## config.mk

```make
export PLATFORM = sky130hd
export DESIGN_NAME = uart_tx_arbiter
export DESIGN_NICKNAME = d
export VERILOG_FILES = /design/src/rtl/uart_tx_arbiter.sv
export SDC_FILE = /design/constraint.sdc
export NUM_CORES = 1
export LEC_CHECK = 0
export CORE_ASPECT_RATIO = 2
export CORE_MARGIN = 4
export CORE_UTILIZATION = 45
export CTS_CLUSTER_DIAMETER = 200
export DETAILED_ROUTE_END_ITERATION = 16
export MAX_ROUTING_LAYER = met4
export PLACE_DENSITY_LB_ADDON = 0.05
export SYNTH_ARGS = -nofsm -noshare
export SYNTH_HDL_FRONTEND = slang
export SYNTH_SLANG_ARGS = --single-unit
```

## constraint.sdc

```tcl
create_clock -name clk -period 5.6 [get_ports clk]
set_input_delay 1.12 -clock clk [delete_from_list [all_inputs] [get_ports clk]]
set_output_delay 1.12 -clock clk [all_outputs]
set_load 0.05 [all_outputs]
```

## src/rtl/uart_tx_arbiter.sv

```systemverilog
// Purpose: packet-level round-robin mux of NUM_SRC byte streams onto the single UART TX stream, optional source tag byte.
// Latency: one arbitration cycle after IDLE, one tag cycle when INSERT_HDR=1, then zero-latency pass-through of packet bytes.
// Backpressure: m_tready is routed only to the granted source in DATA; all other sources (and every source in IDLE/HDR) see s_tready=0.
module uart_tx_arbiter #(
    parameter int                    DATA_WIDTH = 8,
    parameter int                    NUM_SRC    = 2,
    parameter bit                    INSERT_HDR = 1'b1,
    parameter logic [DATA_WIDTH-1:0] HDR_BASE   = 8'hA0
) (
    input  logic                          clk,
    input  logic                          rst_n,
    input  logic [NUM_SRC*DATA_WIDTH-1:0] s_tdata,
    input  logic [NUM_SRC-1:0]            s_tvalid,
    output logic [NUM_SRC-1:0]            s_tready,
    input  logic [NUM_SRC-1:0]            s_tlast,
    output logic [DATA_WIDTH-1:0]         m_tdata,
    output logic                          m_tvalid,
    input  logic                          m_tready,
    output logic                          m_tlast,
    output logic                          busy,
    output logic [2:0]                    grant_id,
    output logic [15:0]                   pkt_count
);

    typedef enum logic [1:0] {
        ST_IDLE = 2'd0,
        ST_HDR  = 2'd1,
        ST_DATA = 2'd2
    } state_t;

    state_t      r_state;
    logic [2:0]  r_last_grant;
    logic [2:0]  r_grant_id;
    logic [15:0] r_pkt_count;

    // Sources are widened to the 8-source maximum so a 3-bit index can never fall off the end.
    logic [7:0]              w_vld8;
    logic [7:0]              w_last8;
    logic [8*DATA_WIDTH-1:0] w_data8;
    logic                    w_sel_vld;
    logic                    w_sel_last;
    logic [DATA_WIDTH-1:0]   w_sel_data;
    logic [DATA_WIDTH-1:0]   w_tag;
    logic                    w_any;
    logic                    w_hs;
    logic [3:0]              w_idx;
    logic                    w_found;
    logic [2:0]              w_pick;

    assign w_vld8     = 8'(s_tvalid);
    assign w_last8    = 8'(s_tlast);
    assign w_data8    = (8*DATA_WIDTH)'(s_tdata);
    assign w_sel_vld  = w_vld8[r_grant_id];
    assign w_sel_last = w_last8[r_grant_id];
    assign w_sel_data = w_data8[r_grant_id*DATA_WIDTH +: DATA_WIDTH];
    assign w_tag      = HDR_BASE | DATA_WIDTH'(r_grant_id);
    assign w_any      = |s_tvalid;
    assign w_hs       = m_tvalid & m_tready;

    // Round-robin pick: first requester after the last grant, wrapping modulo NUM_SRC.
    always_comb begin
        w_found = 1'b0;
        w_pick  = r_last_grant;
        w_idx   = '0;
        for (int k = 1; k <= NUM_SRC; k++) begin
            w_idx = {1'b0, r_last_grant} + 4'(k);
            if (w_idx >= 4'(NUM_SRC)) begin
                w_idx = w_idx - 4'(NUM_SRC);
            end
            if (!w_found && w_vld8[w_idx[2:0]]) begin
                w_found = 1'b1;
                w_pick  = w_idx[2:0];
            end
        end
    end

    // Output mux: tag byte in HDR, straight pass-through of the granted source in DATA, quiet in IDLE.
    always_comb begin
        m_tvalid = 1'b0;
        m_tdata  = '0;
        m_tlast  = 1'b0;
        case (r_state)
            ST_HDR: begin
                m_tvalid = 1'b1;
                m_tdata  = w_tag;
            end
            ST_DATA: begin
                m_tvalid = w_sel_vld;
                m_tdata  = w_sel_data;
                m_tlast  = w_sel_last;
            end
            default: begin
            end
        endcase
    end

    // Only the granted source sees downstream ready, and only while its bytes are flowing.
    always_comb begin
        s_tready = '0;
        for (int i = 0; i < NUM_SRC; i++) begin
            s_tready[i] = (r_state == ST_DATA) && m_tready && (r_grant_id == 3'(i));
        end
    end

    // Packet FSM: grant locks on arbitration and is released only by an accepted tlast byte.
    always_ff @(posedge clk or negedge rst_n) begin
        if (!rst_n) begin
            r_state      <= ST_IDLE;
            r_last_grant <= 3'(NUM_SRC - 1);
            r_grant_id   <= 3'd0;
            r_pkt_count  <= 16'd0;
        end else begin
            case (r_state)
                ST_IDLE: begin
                    if (w_any) begin
                        r_grant_id   <= w_pick;
                        r_last_grant <= w_pick;
                        r_state      <= INSERT_HDR ? ST_HDR : ST_DATA;
                    end
                end
                ST_HDR: begin
                    if (w_hs) begin
                        r_state <= ST_DATA;
                    end
                end
                ST_DATA: begin
                    if (w_hs && w_sel_last) begin
                        r_state     <= ST_IDLE;
                        r_pkt_count <= r_pkt_count + 16'd1;
                    end
                end
                default: begin
                    r_state <= ST_IDLE;
                end
            endcase
        end
    end

    assign busy      = (r_state != ST_IDLE);
    assign grant_id  = r_grant_id;
    assign pkt_count = r_pkt_count;

endmodule
```

---- Word level (Yosys, flattened, before mapping) ----
Index checks and enable logic that the tools add are counted.
Widths: inputs -> output; s select.
storage, ports and cells
  logic and storage cells ................. 55
  input port bits ......................... 23
  output and inout bits ................... 32
  bits in registers ....................... 24
cells by class
  equal/unequal tests ..................... 6
  bitwise operators ....................... 1
  shifts and indexed selects .............. 1
  add/subtract/negate cells ............... 5
  $lt $le $gt $ge ......................... 5
  mux-type cells .......................... 20
  reduce and logical (&&, ||, !) cells .... 13
operators with widths
  operator               count
  $shiftx 64x7->8        1
  $add 16x1->16 const B  1
  $pmux 8 s2             1
  $bmux 1 s3             4
  $lt 3x4->1 const B     3
  $mux 3                 4
  $ge 4x2->1 const B     2
  $mux 1                 6
  $mux 2                 3
  $pmux 2 s3             1
  $sub 3x2->3 const B    2
  $logic_and 1x1->1      5
  $add 3x1->4 const B    1
  $add 3x2->4 const B    1
  $ne 2x2->1 const B     2
  $reduce_and 2->1       2
  $eq 3x1->1 const B     1
  $logic_not 3->1        1
  $reduce_and 3->1       1
  $eq 2x1->1 const B     1
  $eq 2x2->1 const B     1
  $logic_not 2->1        1
  $ne 2x1->1 const B     1
  $pmux 1 s2             1
  other kinds (4)        4

---- Depth between registers and ports, before layout ----
Gate-level depths: netlist of the first run.
  depth after elaboration ................. 9
  gate-level depth with buffers ........... 9

---- Worst setup path after synthesis of the first run ----
No wires, ideal clock.
  path kind ............................... input port to output port
  from .................................... input s_tdata[0]
  to ...................................... output m_tdata[0]
  stages .................................. 2
  path slack .............................. 2.203 ns
  path buffers ............................ 0
  data arrival time ....................... 2.277 ns
  cell sequence ........................... nand3_1 > o21ai_0
on the way
  cells in the longest elaborated chain, start to end .. 2
RTL lines
  item             RTL line  source
  start, declared  12        input logic [NUM_SRC*DATA_WIDTH-1:0] s_tdata,
  $shiftx 64x7->8  55        assign w_sel_data = w_data8[r_grant_id*DATA_WIDTH +: DATA_WIDTH];
  $pmux 8 s2       82        case (r_state)
  end, declared    16        output logic [DATA_WIDTH-1:0] m_tdata,
Every way passes these cells.

---- Worst setup path after layout of the first run ----
  from .................................... input s_tvalid[1]
  to ...................................... output m_tvalid
on the way
  cells in the longest elaborated chain, start to end .. 3
RTL lines
  item                          RTL line  source
  start, declared               13        input logic [NUM_SRC-1:0] s_tvalid,
  $bmux 1 s3                    53        assign w_sel_vld = w_vld8[r_grant_id];
  $mux 1 (not written as such)  53
  $pmux 1 s2                    82
  end, declared                 17        output logic m_tvalid,
Every way passes these cells. The select of a mux whose other input is x is not followed.

==> flow_summary.ini, run 1 <==
[layout]
final_util_pct = 64.97
fillers = 277
syn_to_final_growth_pct = 38.28
stdcell_count = 230
final_nets = 234
stdcell_area_um2 = 2074
drive_gt1_share_pct = 7.538
seqCellArea_um2 = 551.8
multiInputGateArea_um2 = 864.6
n_antenna_cell = 0
final_cell_mix = clkdlybuf4s50_1, dfrtp_1, nand2_1, xnor2_1, ha_1
final_common_cell = clkdlybuf4s50_1

[timing]
holdWs_ns = 0.4827
rsz0062_at_grt = no
clock_skew_ns = 0.004357
worst_slack_ns = 1.581
period_share_pct = 71.77
max_freq_ghz = 0.2488
finalSetupViolations = 0
post-route-min-period_ns = 4.019
finalSetupTns_ns = 0
finalHoldViolCount = 0
final_max_slew_viol_count = 0
max_slew.worst_pin.slew_ns = 0.9525
slew_headroom_pct = 36.30

[routing]
wire_per_inst_um = 15.20
via_count = 1254
vias_per_cell = 5.452
drc_errors = 0
drt-initial-drc-count = 22
ant_nets = 0
first_pass_iters = 4
wirelength_mm = 3.497

[synth]
ys.warnings.count = 0
ys_ff_latch = 22
synth_fp_nets = 182
netlist.area_leader.share_pct = 35.03
yosys-top-cells-area = dfrtp_1, ha_1, xnor2_1
synth.avg_cell_area_um2 = 10.14
ys_seq_area_share_pct = 36.78
synthArstFlopShare_pct = 100.0
ys_types = 36
synth_enable_flop_cells = 0
synthesis.area_um2 = 1500
synth_largest_area_cell = dfrtp_1
netlist_instances = 148
synthFlopType = dfrtp_1

[placed_design]
placed_area_um2 = 2029
portBuffers = 54
placed_cells = 226
place_ws_ns = 1.593
gp_congestion = 0.9081
hpwl_mm = 2.797

[cts]
htreeDepth = 1
ctsResizeCount = 0
insertion_delay_ns = 0.26
cts_root_buf = clkbuf_8
numClockSinks = 22
numCtsBuffers = 3
cts_hold_buffers = 0
cts.path.max_buffers = 2
cts_setup_buffers = 0
cts_tree = built
clk_pin_slew_ns = 0.07

[worst_setup_path]
reg2reg_depth = 7
cp.arrival_ns = 2.90
cp_top_family = buffers and inverters
cp-end-kind = output pin
crit_path_max_fanout = 6
crit_top_cell = clkdlybuf4s50_1
path_depth = 4
critical-path-max-stage-delay_ns = 0.84
worstPathCellList = clkdlybuf4s50_1 > mux2i_1 > o21ai_4 > clkdlybuf4s50_1
path_buf_inv = 2
crit_path_top_delay_cell = clkdlybuf4s50_1
cp.required_ns = 4.48
worst_setup_path_start_kind = input pin
critPathKind = input pin to output pin

[power]
power_density_nw_per_um2 = 303.7
p_leak_nw = 0.9393
p_total_uw = 630.1
max-vdd-ir-drop_mv = 0.2223

[grt]
overflow = 0
track_usage_pct = 17.31
grt_pass1_vias = 1284
grt_max_degree = 23
grt_pass1_wl_mm = 5.885
antenna_found_initial = 0

[die]
rows = 29
die_h_um = 89.66
pin_count = 55
core_area_um2 = 3193
die_area_um2 = 4377
initial_core_util_pct = 46.98
dieWidth_um = 48.83

[flow_run]
drv_cap = 0

[status]
run_status = complete, no violations

[min_path]
hold_class = register to register
hold-path-cell-count = 1
[path summary, 6_finish.rpt]
path / slack, ns / endpoint / startpoint
worst max-delay path: 1.58 / m_tvalid / s_tvalid[1]
worst min-delay path: 0.48 / pkt_count[15]$_DFFE_PN0P_ / pkt_count[15]$_DFFE_PN0P_
worst max register to register: 3.54 / pkt_count[9]$_DFFE_PN0P_ / r_state[0]$_DFFE_PN0P_
worst min register to register: 0.48 / pkt_count[15]$_DFFE_PN0P_ / pkt_count[15]$_DFFE_PN0P_
min in group asynchronous: 1.39 / grant_id[0]$_DFFE_PN0P_ / rst_n
max in group asynchronous: 3.64 / r_last_grant[2]$_DFFE_PN0P_ / rst_n
[report_power, final]
| group | total [mW] | internal [mW] | switching, mW |
|---|---|---|---|
| clock | 0.0986 | 0.0507 | 0.0479 |
| combinational | 0.335 | 0.134 | 0.201 |
| sequential | 0.196 | 0.170 | 0.0264 |
[metal layers]
metal,vias to the layer above,global-route usage (%),share of wire [%]
met5,-,-,0
met4,0,7.843,1.7
met1,592,18.97,40
met3,5,2.975,5.6
met2,50,30.36,53
li1,607,-,-
[registers in the layout (all words and copies together) (netlist names)]
signal / cells
r_state: 2
pkt_count: 16
r_last_grant: 3
grant_id: 1
[synth_stat cells (all sizes together), types with 5 or more instances]
cell,number
a21oi,9
inv,9
o21ai,8
dfrtp,21
nand2,13
buf,6
ha,11
xnor2,13
mux2i,10
nand3,7
nor2,9
and3,5
[cells by family after synthesis]
logic type | count (synthesis) | share of synthesized area (%)
AOI/OAI and AO/OA | 24 | 9.675
xor gates and xnor gates | 17 | 10.43
adders and majority gates | 11 | 9.174
buffers and inverters | 16 | 5.587
DFF | 22 | 36.78
muxes | 12 | 8.174
and+or+nand+nor | 46 | 20.18
[area by class of cell]
cell class              count  area share (%)
repair buffers             54           26.06
multi-input cells         110           41.68
clock buffers               4           2.171
well taps                  31           1.870
inverters                   9           1.628
flip-flops and latches     22           26.60
No activity file was read; power rests on OpenSTA's default activity.
==> inputs of run 2 (changes only) <==
--- a/config.mk
+++ b/config.mk
@@ -7,7 +7,7 @@
 export LEC_CHECK = 0
 export CORE_ASPECT_RATIO = 2
 export CORE_MARGIN = 4
-export CORE_UTILIZATION = 45
+export CORE_UTILIZATION = 44
 export CTS_CLUSTER_DIAMETER = 200
 export DETAILED_ROUTE_END_ITERATION = 16
 export MAX_ROUTING_LAYER = met4
==> constraint.sdc (replaced) <==
create_clock -name clk -period 4.1 [get_ports clk]
set_input_delay 0.82 -clock clk [delete_from_list [all_inputs] [get_ports clk]]
set_output_delay 0.82 -clock clk [all_outputs]
set_load 0.05 [all_outputs]
==> flow_summary.ini, run 2 (synthesized netlist as in run 1, its figures left out) <==
[timing]
post-route-min-period_ns = 3.409
final_max_slew_viol_count = 0
holdWs_ns = 0.4999
max_slew.worst_pin.slew_ns = 0.9568
worst_slack_ns = 0.6911
rsz0062_at_grt = no
finalSetupTns_ns = 0
finalSetupViolations = 0
slew_headroom_pct = 36.01
finalHoldViolCount = 0
max_freq_ghz = 0.2934
period_share_pct = 83.14
clock_skew_ns = 0.001888

[grt]
track_usage_pct = 17.05
grt_max_degree = 23
overflow = 0
grt_pass1_wl_mm = 6.085
grt_pass1_vias = 1264
antenna_found_initial = 0

[cts]
insertion_delay_ns = 0.25
numClockSinks = 22
cts_setup_buffers = 0
clk_pin_slew_ns = 0.08
numCtsBuffers = 3
cts_hold_buffers = 0
cts_root_buf = clkbuf_8
cts.path.max_buffers = 2
htreeDepth = 1
cts_tree = built
ctsResizeCount = 0

[layout]
final_cell_mix = clkdlybuf4s50_1, dfrtp_1, nand2_1, xnor2_1, ha_1
largest_reg_flops = 16
final_nets = 234
syn_to_final_growth_pct = 38.95
final_common_cell = clkdlybuf4s50_1
drive_gt1_share_pct = 8.040
n_antenna_cell = 0
stdcell_count = 230

[die]
rows = 29
core_area_um2 = 3229
die_h_um = 90.58
pin_count = 55
dieWidth_um = 49.29
initial_core_util_pct = 46.45
die_area_um2 = 4464

[routing]
ant_nets = 0
wirelength_mm = 3.532
drc_errors = 0
vias_per_cell = 5.343
first_pass_iters = 4
drt-initial-drc-count = 17
wire_per_inst_um = 15.36
via_count = 1229

[worst_setup_path]
cp.arrival_ns = 2.59
crit_path_max_fanout = 6
cp.required_ns = 3.28
cp-end-kind = output pin
critPathKind = input pin to output pin
worst_setup_path_start_kind = input pin

[placed_design]
portBuffers = 54
place_ws_ns = 0.6833
hpwl_mm = 2.883
placed_cells = 226
gp_congestion = 0.8809

[min_path]
hold_class = register to register

[power]
power_frac_seq_pct = 30.5
power_density_nw_per_um2 = 420.0
pwr-share-clk_pct = 17.1
intPower_uw = 499.7
swShare_pct = 42.93
p_sw_uw = 375.9
pwr-share-comb_pct = 52.4
max-vdd-ir-drop_mv = 0.3573
p_leak_nw = 0.9453

[status]
run_status = complete, no violations

[flow_run]
drv_cap = 0
## run 2: power by group through the flow
stage                     Combinational (mW)  Sequential [mW]  Clock, mW
after global routing                   0.489            0.273      0.164
final                                  0.459            0.267      0.150
after CTS                              0.464            0.269      0.156
after floorplan                        0.331            0.262          0
after global placement                 0.457            0.270          0
after detailed placement               0.463            0.273          0
## run 2: final cells by class
cell class / instances / area, um^2
fillers: 259 / 1145
repair buffers: 54 / 540.5
well taps: 31 / 38.79
multi-input cells: 110 / 864.6
inverters: 9 / 33.78
clock buffers: 4 / 55.05
flip-flops and latches: 22 / 551.8
## run 2: worst paths after layout
check	slack, ns	from	end	cells past startpoint
max in group asynchronous	2.42	rst_n	pkt_count[6]$_DFFE_PN0P_	1
min in group asynchronous	1.09	rst_n	pkt_count[11]$_DFFE_PN0P_	1
min reg2reg	0.50	pkt_count[11]$_DFFE_PN0P_	pkt_count[11]$_DFFE_PN0P_	1
max	0.69	s_tvalid[1]	m_tvalid	4
min	0.50	pkt_count[11]$_DFFE_PN0P_	pkt_count[11]$_DFFE_PN0P_	1
max reg2reg	2.00	r_state[0]$_DFFE_PN0P_	pkt_count[10]$_DFFE_PN0P_	7
## run 2: metrics by stage
stage               instance area, um^2  utilization, %  total power, mW
finish                             2085           64.55           0.8756
global route                       2085           64.55           0.9263
CTS                                2085           64.55           0.8887
detailed placement                 2029           62.84           0.7360
global placement                   2029           62.84           0.7270
floorplan                          1500               -           0.5932
## run 2: routing by layer
metal / global-route usage (%) / part of all wire (%)
met1: 19.14 / 39
met5: - / 0
met3: 2.975 / 5.9
met4: 4.988 / 1.4
met2: 30.04 / 54
## run 2: worst max-delay path: stages
cell             delay [ns]
clkdlybuf4s50_1        0.56
mux2i_1                0.14
o21ai_4                0.23
clkdlybuf4s50_1        0.84
